--- config.mk ---
export PLATFORM = sky130hd
export DESIGN_NAME = pzcorebus_response_1_to_m_switch_flat
export DESIGN_NICKNAME = d
export VERILOG_FILES = /design/src/rtl/pzcorebus_response_1_to_m_switch_if.sv /design/src/rtl/pzcorebus_response_1_to_m_switch.sv /design/src/flat_wrapper.sv
export SDC_FILE = /design/constraint.sdc
export NUM_CORES = 1
export LEC_CHECK = 0
export CORE_ASPECT_RATIO = 0.6
export CORE_MARGIN = 8
export CORE_UTILIZATION = 30
export DETAILED_ROUTE_END_ITERATION = 12
export MAX_ROUTING_LAYER = met4
export PLACE_DENSITY = 0.85
export SLEW_MARGIN = 10
export SYNTH_ARGS = -nofsm -noshare
export SYNTH_HDL_FRONTEND = slang
export SYNTH_SLANG_ARGS = --single-unit
--- constraint.sdc ---
create_clock -name i_clk -period 4 [get_ports i_clk]
set_input_delay 0.4 -clock i_clk [delete_from_list [all_inputs] [get_ports i_clk]]
set_output_delay 0.4 -clock i_clk [all_outputs]
set_load 0.05 [all_outputs]
--- src/rtl/pzcorebus_response_1_to_m_switch_if.sv ---
// Response-routing bundle between the 1:M response switch and its environment.
// o_drop exists only when PZCOREBUS_RESPONSE_SWITCH_DROP_EN is defined.
interface pzcorebus_response_1_to_m_switch_if #(
  parameter int SLAVES        = 2,
  parameter int DEPTH         = 4,
  parameter int PAYLOAD_WIDTH = 64
);
  logic                       i_select_valid;
  logic                       o_select_ready;
  logic [SLAVES-1:0]          i_select;
  logic                       i_resp_valid;
  logic                       o_resp_accept;
  logic                       i_resp_last;
  logic [PAYLOAD_WIDTH-1:0]   i_resp_payload;
  logic [SLAVES-1:0]          o_resp_valid;
  logic [SLAVES-1:0]          i_resp_accept;
  logic                       o_resp_last;
  logic [PAYLOAD_WIDTH-1:0]   o_resp_payload;
  logic                       o_response_ack;
  logic [$clog2(DEPTH+1)-1:0] o_outstanding;
`ifdef PZCOREBUS_RESPONSE_SWITCH_DROP_EN
  logic                       o_drop;
`endif

  // The switch itself.
  modport slave (
    input  i_select_valid, i_select, i_resp_valid, i_resp_last, i_resp_payload, i_resp_accept,
    output o_select_ready, o_resp_accept, o_resp_valid, o_resp_last, o_resp_payload,
    output o_response_ack, o_outstanding
`ifdef PZCOREBUS_RESPONSE_SWITCH_DROP_EN
   ,output o_drop
`endif
  );

  // The command side, upstream response source and downstream ports.
  modport master (
    output i_select_valid, i_select, i_resp_valid, i_resp_last, i_resp_payload, i_resp_accept,
    input  o_select_ready, o_resp_accept, o_resp_valid, o_resp_last, o_resp_payload,
    input  o_response_ack, o_outstanding
`ifdef PZCOREBUS_RESPONSE_SWITCH_DROP_EN
   ,input  o_drop
`endif
  );
endinterface

--- src/rtl/pzcorebus_response_1_to_m_switch.sv ---
// Routes upstream response bursts to the slave recorded for each non-posted command, in order.
// Optional zero-select drop path compiled in with PZCOREBUS_RESPONSE_SWITCH_DROP_EN.
module pzcorebus_response_1_to_m_switch #(
  parameter int SLAVES        = 2,
  parameter int DEPTH         = 4,
  parameter int PAYLOAD_WIDTH = 64
) (
  input logic                               i_clk,
  input logic                               i_rst,
  pzcorebus_response_1_to_m_switch_if.slave bus
);
  localparam int AW = $clog2(DEPTH);
  localparam int CW = $clog2(DEPTH + 1);

  logic [SLAVES-1:0]        mem_q [DEPTH];
  logic [AW-1:0]            wr_ptr_q, wr_ptr_d;
  logic [AW-1:0]            rd_ptr_q, rd_ptr_d;
  logic [CW-1:0]            count_q, count_d;
  logic                     ack_q, ack_d;
  logic                     out_of_reset_q, out_of_reset_d;

  logic                     full, empty, push, pop, beat_fire;
  logic                     select_ready, resp_accept;
  logic [SLAVES-1:0]        head, resp_valid;
  logic [PAYLOAD_WIDTH-1:0] payload;
`ifdef PZCOREBUS_RESPONSE_SWITCH_DROP_EN
  logic                     head_zero, drop;
`endif

  // NOTE: every signal gets a default at the top of always_comb so no path can infer a latch.
  always_comb begin
    full         = (count_q == CW'(DEPTH));
    empty        = (count_q == '0);
    head         = mem_q[rd_ptr_q];
    // Ready stays low until the first edge after reset releases.
    select_ready = out_of_reset_q && !full;
    push         = bus.i_select_valid && select_ready;

    resp_valid   = '0;
    resp_accept  = 1'b0;
    if (!empty) begin
      resp_valid  = {SLAVES{bus.i_resp_valid}} & head;
      resp_accept = |(head & bus.i_resp_accept);
    end

`ifdef PZCOREBUS_RESPONSE_SWITCH_DROP_EN
    // An all-zero routing entry swallows its burst instead of stalling.
    head_zero = !empty && (head == '0);
    drop      = head_zero && bus.i_resp_valid;
    if (head_zero) resp_accept = 1'b1;
`endif

    beat_fire      = bus.i_resp_valid && resp_accept;
    pop            = beat_fire && bus.i_resp_last;

    wr_ptr_d       = wr_ptr_q + AW'(push);
    rd_ptr_d       = rd_ptr_q + AW'(pop);
    count_d        = count_q + CW'(push) - CW'(pop);
    ack_d          = pop;
    out_of_reset_d = 1'b1;
  end

  // NOTE: sequential state uses non-blocking assignments so every flop samples pre-edge values.
  always_ff @(posedge i_clk or posedge i_rst) begin
    if (i_rst) begin
      wr_ptr_q       <= '0;
      rd_ptr_q       <= '0;
      count_q        <= '0;
      ack_q          <= 1'b0;
      out_of_reset_q <= 1'b0;
    end else begin
      wr_ptr_q       <= wr_ptr_d;
      rd_ptr_q       <= rd_ptr_d;
      count_q        <= count_d;
      ack_q          <= ack_d;
      out_of_reset_q <= out_of_reset_d;
    end
  end

  // NOTE: the storage array has no reset; entries only become visible through the pointers.
  always_ff @(posedge i_clk) begin
    if (push) mem_q[wr_ptr_q] <= bus.i_select;
  end

  assign payload            = bus.i_resp_payload;
  assign bus.o_select_ready = select_ready;
  assign bus.o_resp_accept  = resp_accept;
  assign bus.o_resp_valid   = resp_valid;
  assign bus.o_resp_last    = bus.i_resp_last;
  assign bus.o_resp_payload = payload;
  assign bus.o_response_ack = ack_q;
  assign bus.o_outstanding  = count_q;
`ifdef PZCOREBUS_RESPONSE_SWITCH_DROP_EN
  assign bus.o_drop         = drop;
`endif
endmodule

--- src/flat_wrapper.sv ---
// flat-port wrapper written by rule: the top's interface ports become plain ports
module pzcorebus_response_1_to_m_switch_flat 
#(
  parameter int SLAVES        = 2,
  parameter int DEPTH         = 4,
  parameter int PAYLOAD_WIDTH = 64
)
  (i_clk, i_rst, bus_i_select_valid, bus_i_select, bus_i_resp_valid, bus_i_resp_last, bus_i_resp_payload, bus_i_resp_accept, bus_o_select_ready, bus_o_resp_accept, bus_o_resp_valid, bus_o_resp_last, bus_o_resp_payload, bus_o_response_ack, bus_o_outstanding);
  pzcorebus_response_1_to_m_switch_if #(.SLAVES(SLAVES), .DEPTH(DEPTH), .PAYLOAD_WIDTH(PAYLOAD_WIDTH)) bus_i ();
  input logic i_clk;
  input logic i_rst;
  input wire logic [$bits(bus_i.i_select_valid)-1:0] bus_i_select_valid;
  input wire logic [$bits(bus_i.i_select)-1:0] bus_i_select;
  input wire logic [$bits(bus_i.i_resp_valid)-1:0] bus_i_resp_valid;
  input wire logic [$bits(bus_i.i_resp_last)-1:0] bus_i_resp_last;
  input wire logic [$bits(bus_i.i_resp_payload)-1:0] bus_i_resp_payload;
  input wire logic [$bits(bus_i.i_resp_accept)-1:0] bus_i_resp_accept;
  output wire logic [$bits(bus_i.o_select_ready)-1:0] bus_o_select_ready;
  output wire logic [$bits(bus_i.o_resp_accept)-1:0] bus_o_resp_accept;
  output wire logic [$bits(bus_i.o_resp_valid)-1:0] bus_o_resp_valid;
  output wire logic [$bits(bus_i.o_resp_last)-1:0] bus_o_resp_last;
  output wire logic [$bits(bus_i.o_resp_payload)-1:0] bus_o_resp_payload;
  output wire logic [$bits(bus_i.o_response_ack)-1:0] bus_o_response_ack;
  output wire logic [$bits(bus_i.o_outstanding)-1:0] bus_o_outstanding;
  assign bus_i.i_select_valid = bus_i_select_valid;
  assign bus_i.i_select = bus_i_select;
  assign bus_i.i_resp_valid = bus_i_resp_valid;
  assign bus_i.i_resp_last = bus_i_resp_last;
  assign bus_i.i_resp_payload = bus_i_resp_payload;
  assign bus_i.i_resp_accept = bus_i_resp_accept;
  assign bus_o_select_ready = bus_i.o_select_ready;
  assign bus_o_resp_accept = bus_i.o_resp_accept;
  assign bus_o_resp_valid = bus_i.o_resp_valid;
  assign bus_o_resp_last = bus_i.o_resp_last;
  assign bus_o_resp_payload = bus_i.o_resp_payload;
  assign bus_o_response_ack = bus_i.o_response_ack;
  assign bus_o_outstanding = bus_i.o_outstanding;
  pzcorebus_response_1_to_m_switch #(.SLAVES(SLAVES), .DEPTH(DEPTH), .PAYLOAD_WIDTH(PAYLOAD_WIDTH)) u_core (.i_clk(i_clk), .i_rst(i_rst), .bus(bus_i));
endmodule
; Word level (Yosys, flattened, before mapping)
; Memories as Yosys holds them, arrays and structs flattened.
; Index checks and enable logic that the tools add are counted.
; W data, S select, Z words.
[word_totals]
in_bits = 73
ram_bits = 8
mem_count = 1
reg_bits = 9
[mem_list]
columns = name, words, width, read_ports, rd_clocked_by_memory_dff, wr, line_no
row1 = u_core.mem_q, 4, 2, 1, 0, 1, pzcorebus_response_1_to_m_switch.sv:15  ; logic [SLAVES-1:0] mem_q [DEPTH];
[op_classes]
n_mux = 4
reduce_logical = 7
eq_ne = 1
bitwise = 2
addsub = 4
[op_table]
columns = op, n
row1 = $add A2 B1 Y2, 2
row2 = $and A2 B2 Y2, 2
row3 = $logic_and A1 B1 Y1, 4
row4 = $add A3 B1 Y3, 1
row5 = $eq A3 B3 Y1 const B, 1
row6 = $logic_not A3 Y1, 1
row7 = $mux W1, 3
row8 = $sub A3 B1 Y3, 1
row9 = $mux W2, 1
row10 = $reduce_or A2 Y1, 1
row11 = $logic_not A1 Y1, 1

; Logic depth before layout (Yosys ltp)
; An unclocked memory read counts as a cell.
[depth]
word_depth = 7
depth_mapped = 10
ltp_nobuf = 9

; Worst setup path before layout
; Ideal clock, no wire load.
[synth_timing]
path_kind = register to output
start = register u_core.count_q[0], in the netlist u_core.bus.o_outstanding[0]
end = output port bus_o_resp_valid[0]
n_path_buf = 0
path_slack_ns = 1.445
arrival_time_ns = 2.155
path_stages_with_launch = 4
cell_sequence = dfrtp_1 -> nor3_1 -> nand2b_1 -> a211oi_1
[synth_via]
elab_chain_cells = 2
[synth_rtl]
columns = item, line_no
row1 = "start, declared", pzcorebus_response_1_to_m_switch.sv:18  ; logic [CW-1:0] count_q, count_d;
row2 = "start signal, assigned", pzcorebus_response_1_to_m_switch.sv:74  ; count_q <= count_d;
row3 = $logic_not A3 Y1, pzcorebus_response_1_to_m_switch.sv:33  ; empty = (count_q == '0);
row4 = $mux W2, pzcorebus_response_1_to_m_switch.sv:41  ; if (!empty) begin
row5 = "end, declared", flat_wrapper.sv:20  ; output wire logic [$bits(bus_i.o_resp_valid)-1:0] bus_o_resp_valid;
; Every way passes these cells.

; Worst setup path after layout
[layout_timing]
start = register u_core.rd_ptr_q[1]
end = output port bus_o_resp_accept
[layout_via]
elab_chain_cells = 4
[layout_rtl]
columns = item, line_no
row1 = "start, declared", pzcorebus_response_1_to_m_switch.sv:17  ; logic [AW-1:0] rd_ptr_q, rd_ptr_d;
row2 = "start signal, assigned", pzcorebus_response_1_to_m_switch.sv:73  ; rd_ptr_q <= rd_ptr_d;
row3 = $mem_v2 Z4 W2, -
row4 = $and A2 B2 Y2, pzcorebus_response_1_to_m_switch.sv:43  ; resp_accept = |(head & bus.i_resp_accept);
row5 = $reduce_or A2 Y1, pzcorebus_response_1_to_m_switch.sv:43
row6 = $mux W1, pzcorebus_response_1_to_m_switch.sv:41
row7 = "end, declared", flat_wrapper.sv:19  ; output wire logic [$bits(bus_i.o_resp_accept)-1:0] bus_o_resp_accept;
; Every way passes these cells.

==> implementation parameters <==
Parameter                              Value

Floorplan
  Vertical die dimension    around 66 microns
  Row count    18
  Floorplan Core Area    0.00410 sq mm
  Die ar.    0.00666 sq mm
  Starting utilization of the core area    0.311
  Die span in x    100 microns
  Boundary Pins    between 100 and 150

Global routing
  Global-route wire length before repair    2890 microns
  Met2 Resource Use GR    0.0802
  Vias in the first global route    556
  Total gr overflow    0
  Most Used Layer, Global Route    met2
  Met3 routing resource usage after global routing    0.0530
  Overall track demand over capacity in global routing    0.0629
  Largest net degree at the start of global routing    12
  Number of antenna violations at the first check in global routing    0
  Routing usage on met1    0.0581

Synth
  Combined area of all synthesized cells    approximately 0.0013 sq mm
  Post-synthesis register bit count    17
  XOR/XNOR share of the synthesized area    0.0275
  Proportion of synthesized flip-flops having asynchronous set or reset    0.529
  Post-synthesis net count    203
  Post-synth top area cell    sky130_fd_sc_hd__buf_4
  Portion of the post-synthesis area used by sequential elements    0.365
  Most instantiated cells after synthesis    sky130_fd_sc_hd__buf_4, sky130_fd_sc_hd__dfrtp_1, sky130_fd_sc_hd__edfxtp_1
  Cell variety after synth    25
  Number of synthesis warnings    0
  Fraction of the mapped netlist area in simple logic gates    0.0716
  Cell count after synthesis    around 130
  Largest family of logic cells by synthesized area    buffers and inverters
  Fraction of synthesized area in multiplexers    0.0334
  Biggest area contributors in the synthesized netlist    sky130_fd_sc_hd__buf_4, sky130_fd_sc_hd__edfxtp_1, sky130_fd_sc_hd__dfrtp_1
  Top FF cell, synth    sky130_fd_sc_hd__dfrtp_1
  Most frequently used cell type in the post-synthesis netlist    sky130_fd_sc_hd__buf_4
  Area fraction in compound gates after synthesis    0.0353
  Mean cell area of the mapped netlist    10.2 sq um
  Post-synthesis share of cell area spent on full adders, half adders and majority gates    0.0550
  Number of enable flip-flop cells after synthesis    8
  Fraction of post-synthesis cell area in the top cell type by area    0.389

Worst setup path
  Slowest Stage Delay on Critical Path    a little over 0.7 ns
  Cell at the slowest stage of the critical path    sky130_fd_sc_hd__clkdlybuf4s50_1
  Buffers plus inverters on the worst setup path    1
  Required time reported for the critical path endpoint    around 3.6 ns
  CP max FO    5
  Data arrival time of the worst path    2.18 ns
  Setup crit start kind    flop
  Critical Path Sink Type    primary output
  Critical path depth in cells    4
  Cells along the critical path    mux2_2 -> a2bb2oi_1 -> a21oi_1 -> clkdlybuf4s50_1
  Kind of cell adding the most delay to the critical path    buffers and inverters
  Worst reg-to-reg path cell count    9
  Reg2Reg Launch Point    u_core.rd_ptr_q[1]
  Category of the most critical setup path    reg -> out
  Launching instance or port of the critical path    u_core.rd_ptr_q[1]

Final layout
  Area of the multi-input gates    about 290 sq um
  Net count reported at finish    roughly 160
  Share of final-layout standard cells stronger than drive strength 1    0.113
  Number of filler instances in the final layout    approximately 450
  Area overhead of the layout relative to synthesis    -15.8%
  Antenna diode count    0
  Area taken by flip-flops and latches    465 sq um

Placement
  Final weighted congestion of routability-driven global placement    around 0.76
  IO Port Bufs    17
  Hpwl dp    ~1500 microns
  Pre-CTS setup slack    1.37 ns

Timing
  Highest achievable clock rate    between 300 and 400 MHz
  Slew headroom    0.655
  Final setup violating endpoints    0
  Final worst setup slack    roughly 1.4 ns
  Final-report hold violation count    0
  Final clock skew    roughly 0.0028 ns
  Setup repair after global routing missed its margin    false
  Setup TNS after final layout    0 ns
  Transition time of the tightest slew-check pin    around 0.52 ns
  Final Slew Violations    0
  Shortest period the worst path allows    ~2.6 ns
  Fraction of the cycle the final worst path needs    0.646

Power and ir drop
  Static Leak    0.426 nW
  Switch share    0.428
  Post-layout total power    about 0.79 mW
  Power density over the cells    736 mW/mm^2
  Power share of the combinational group    0.464
  Psw    around 0.34 mW
  Clock network power share    0.167
  Worst supply voltage drop on vdd    164 uV
  Sequential group share of total power    0.369
  Cell internal pwr    ~0.45 mW

Detailed routing
  Vias per cell    slightly above 4
  Remaining design rule violation count    0
  Number of violations reported at the end of detailed-routing iteration 0    13
  Total wire length after detailed routing    between 1500 and 2000 microns
  DR vias    around 580
  Residual antenna-violating net count after detailed routing    0
  Avg WL per Cell    13.8 microns
  Number of iterations in the first detailed-routing pass    2

Clock network
  Hold buffers post-CTS    0
  Clock insertion delay at the later pin of the skew report    about 0.26 ns
  Clock H-tree levels    1
  CTS buffer count    3
  Total number of clock tree sinks    17
  Clock tree buffer depth    2
  Post-cts resize count    0
  Buffer cell driving the clock tree root    sky130_fd_sc_hd__clkbuf_8
  Number of buffers inserted by post-CTS setup repair    0
  Clock tree from TritonCTS    yes
  Clk slew on worst S/H paths    around 0.070 ns

Outcome
  Run status    completed

Min path
  Kind of path behind the tightest hold check    in -> async

Run
  Count of maximum capacitance violations    0
==> placed cells by master (no fill, tap or decap) <==
master	n
sky130_fd_sc_hd__a21oi_1	1
sky130_fd_sc_hd__a2bb2oi_1	2
sky130_fd_sc_hd__a211oi_1	3
sky130_fd_sc_hd__mux2_2	2
sky130_fd_sc_hd__and3_1	1
sky130_fd_sc_hd__inv_2	1
sky130_fd_sc_hd__clkinvlp_4	1
sky130_fd_sc_hd__or3b_1	1
sky130_fd_sc_hd__clkbuf_8	3
sky130_fd_sc_hd__nor2_1	2
sky130_fd_sc_hd__dfrtp_1	9
sky130_fd_sc_hd__nand2_1	2
sky130_fd_sc_hd__edfxtp_1	8
sky130_fd_sc_hd__ha_1	4
sky130_fd_sc_hd__and2_2	1
sky130_fd_sc_hd__mux2i_1	2
sky130_fd_sc_hd__nor3_1	2
sky130_fd_sc_hd__nor2b_1	2
sky130_fd_sc_hd__nor3b_1	2
sky130_fd_sc_hd__inv_1	6
sky130_fd_sc_hd__xnor2_1	2
sky130_fd_sc_hd__xor2_1	2
sky130_fd_sc_hd__nand2b_1	1
sky130_fd_sc_hd__conb_1	1
sky130_fd_sc_hd__nand3_2	1
sky130_fd_sc_hd__fa_1	1
sky130_fd_sc_hd__clkdlybuf4s50_1	17
==> worst reg2reg max path: stages, from the launching register on <==
cell,delay (ns)
sky130_fd_sc_hd__dfrtp_1,0.48
sky130_fd_sc_hd__mux2_2,0.38
sky130_fd_sc_hd__a2bb2oi_1,0.25
sky130_fd_sc_hd__a211oi_1,0.17
sky130_fd_sc_hd__ha_1,0.31
sky130_fd_sc_hd__inv_1,0.04
sky130_fd_sc_hd__ha_1,0.19
sky130_fd_sc_hd__fa_1,0.38
sky130_fd_sc_hd__xnor2_1,0.14
sky130_fd_sc_hd__xnor2_1,0.12
==> routing by layer <==
| layer | vias to the layer above | wire length [microns] |
|---|---|---|
| met2 | 39 | 844 |
| met5 | - | 0 |
| li1 | 247 | - |
| met4 | 0 | 84 |
| met3 | 15 | 258 |
| met1 | 274 | 740 |
==> path summary, 6_finish.rpt <==
kind	end	slack (ns)
min	u_core.wr_ptr_q[1]	0.42
min reg2reg	u_core.wr_ptr_q[1]	0.54
max in group asynchronous	u_core.bus.o_response_ack	3.32
max reg2reg	u_core.bus.o_outstanding[2]	1.43
max	bus_o_resp_accept	1.42
min in group i_clk	u_core.wr_ptr_q[1]	0.54
==> cell type report <==
cell class | instances | area share
Inverter | 7 | 0.0245
Clock inverter | 1 | 0.00699
Clock buffer | 3 | 0.0385
Timing Repair Buffer | 17 | 0.159
Tap cell | 60 | 0.0699
Multi-Input combinational cell | 35 | 0.268
Sequential cell | 17 | 0.434
==> logic make-up (layout without fill, tap and decap cells) <==
kind of cell               count (synthesis)  in the layout
xor gates and xnor gates                   4              4
AOI/OAI and AO/OA                          6              6
other                                      1              1
muxes                                      4              4
and+or+nand+nor                           15             15
adders and majority gates                  5              5
DFF                                       17             17
buffers and inverters                     73             28
==> per-stage QoR <==
stage	cell area, sq um	instances	utilization	hold slack (ns)
2_1_floorplan	1270	125	-	0.228
3_3_place_gp	1020	136	0.250	0.513
3_5_place_dp	1020	136	0.250	0.528
4_1_cts	1070	140	0.262	0.443
5_1_grt	1070	140	0.262	0.465
6_report	1070	140	0.262	0.419
==> registers in the layout, summed over array words and instances, names as in the netlist <==
signal,cells
u_core.mem_q,8
u_core.bus.o_outstanding,3
u_core.rd_ptr_q,2
u_core.wr_ptr_q,2
u_core.bus.o_response_ack,1
u_core.out_of_reset_q,1
==> power groups by stage <==
stage / Sequential (mW) / Clock [mW] / Combinational (mW)
floorplan: 0.334 / 0 / 0.389
global placement: 0.292 / 0 / 0.366
detailed placement: 0.295 / 0 / 0.369
CTS: 0.291 / 0.138 / 0.375
global route: 0.299 / 0.149 / 0.397
finish: 0.291 / 0.132 / 0.367
Note: power is estimated with default switching activity, not from simulation.
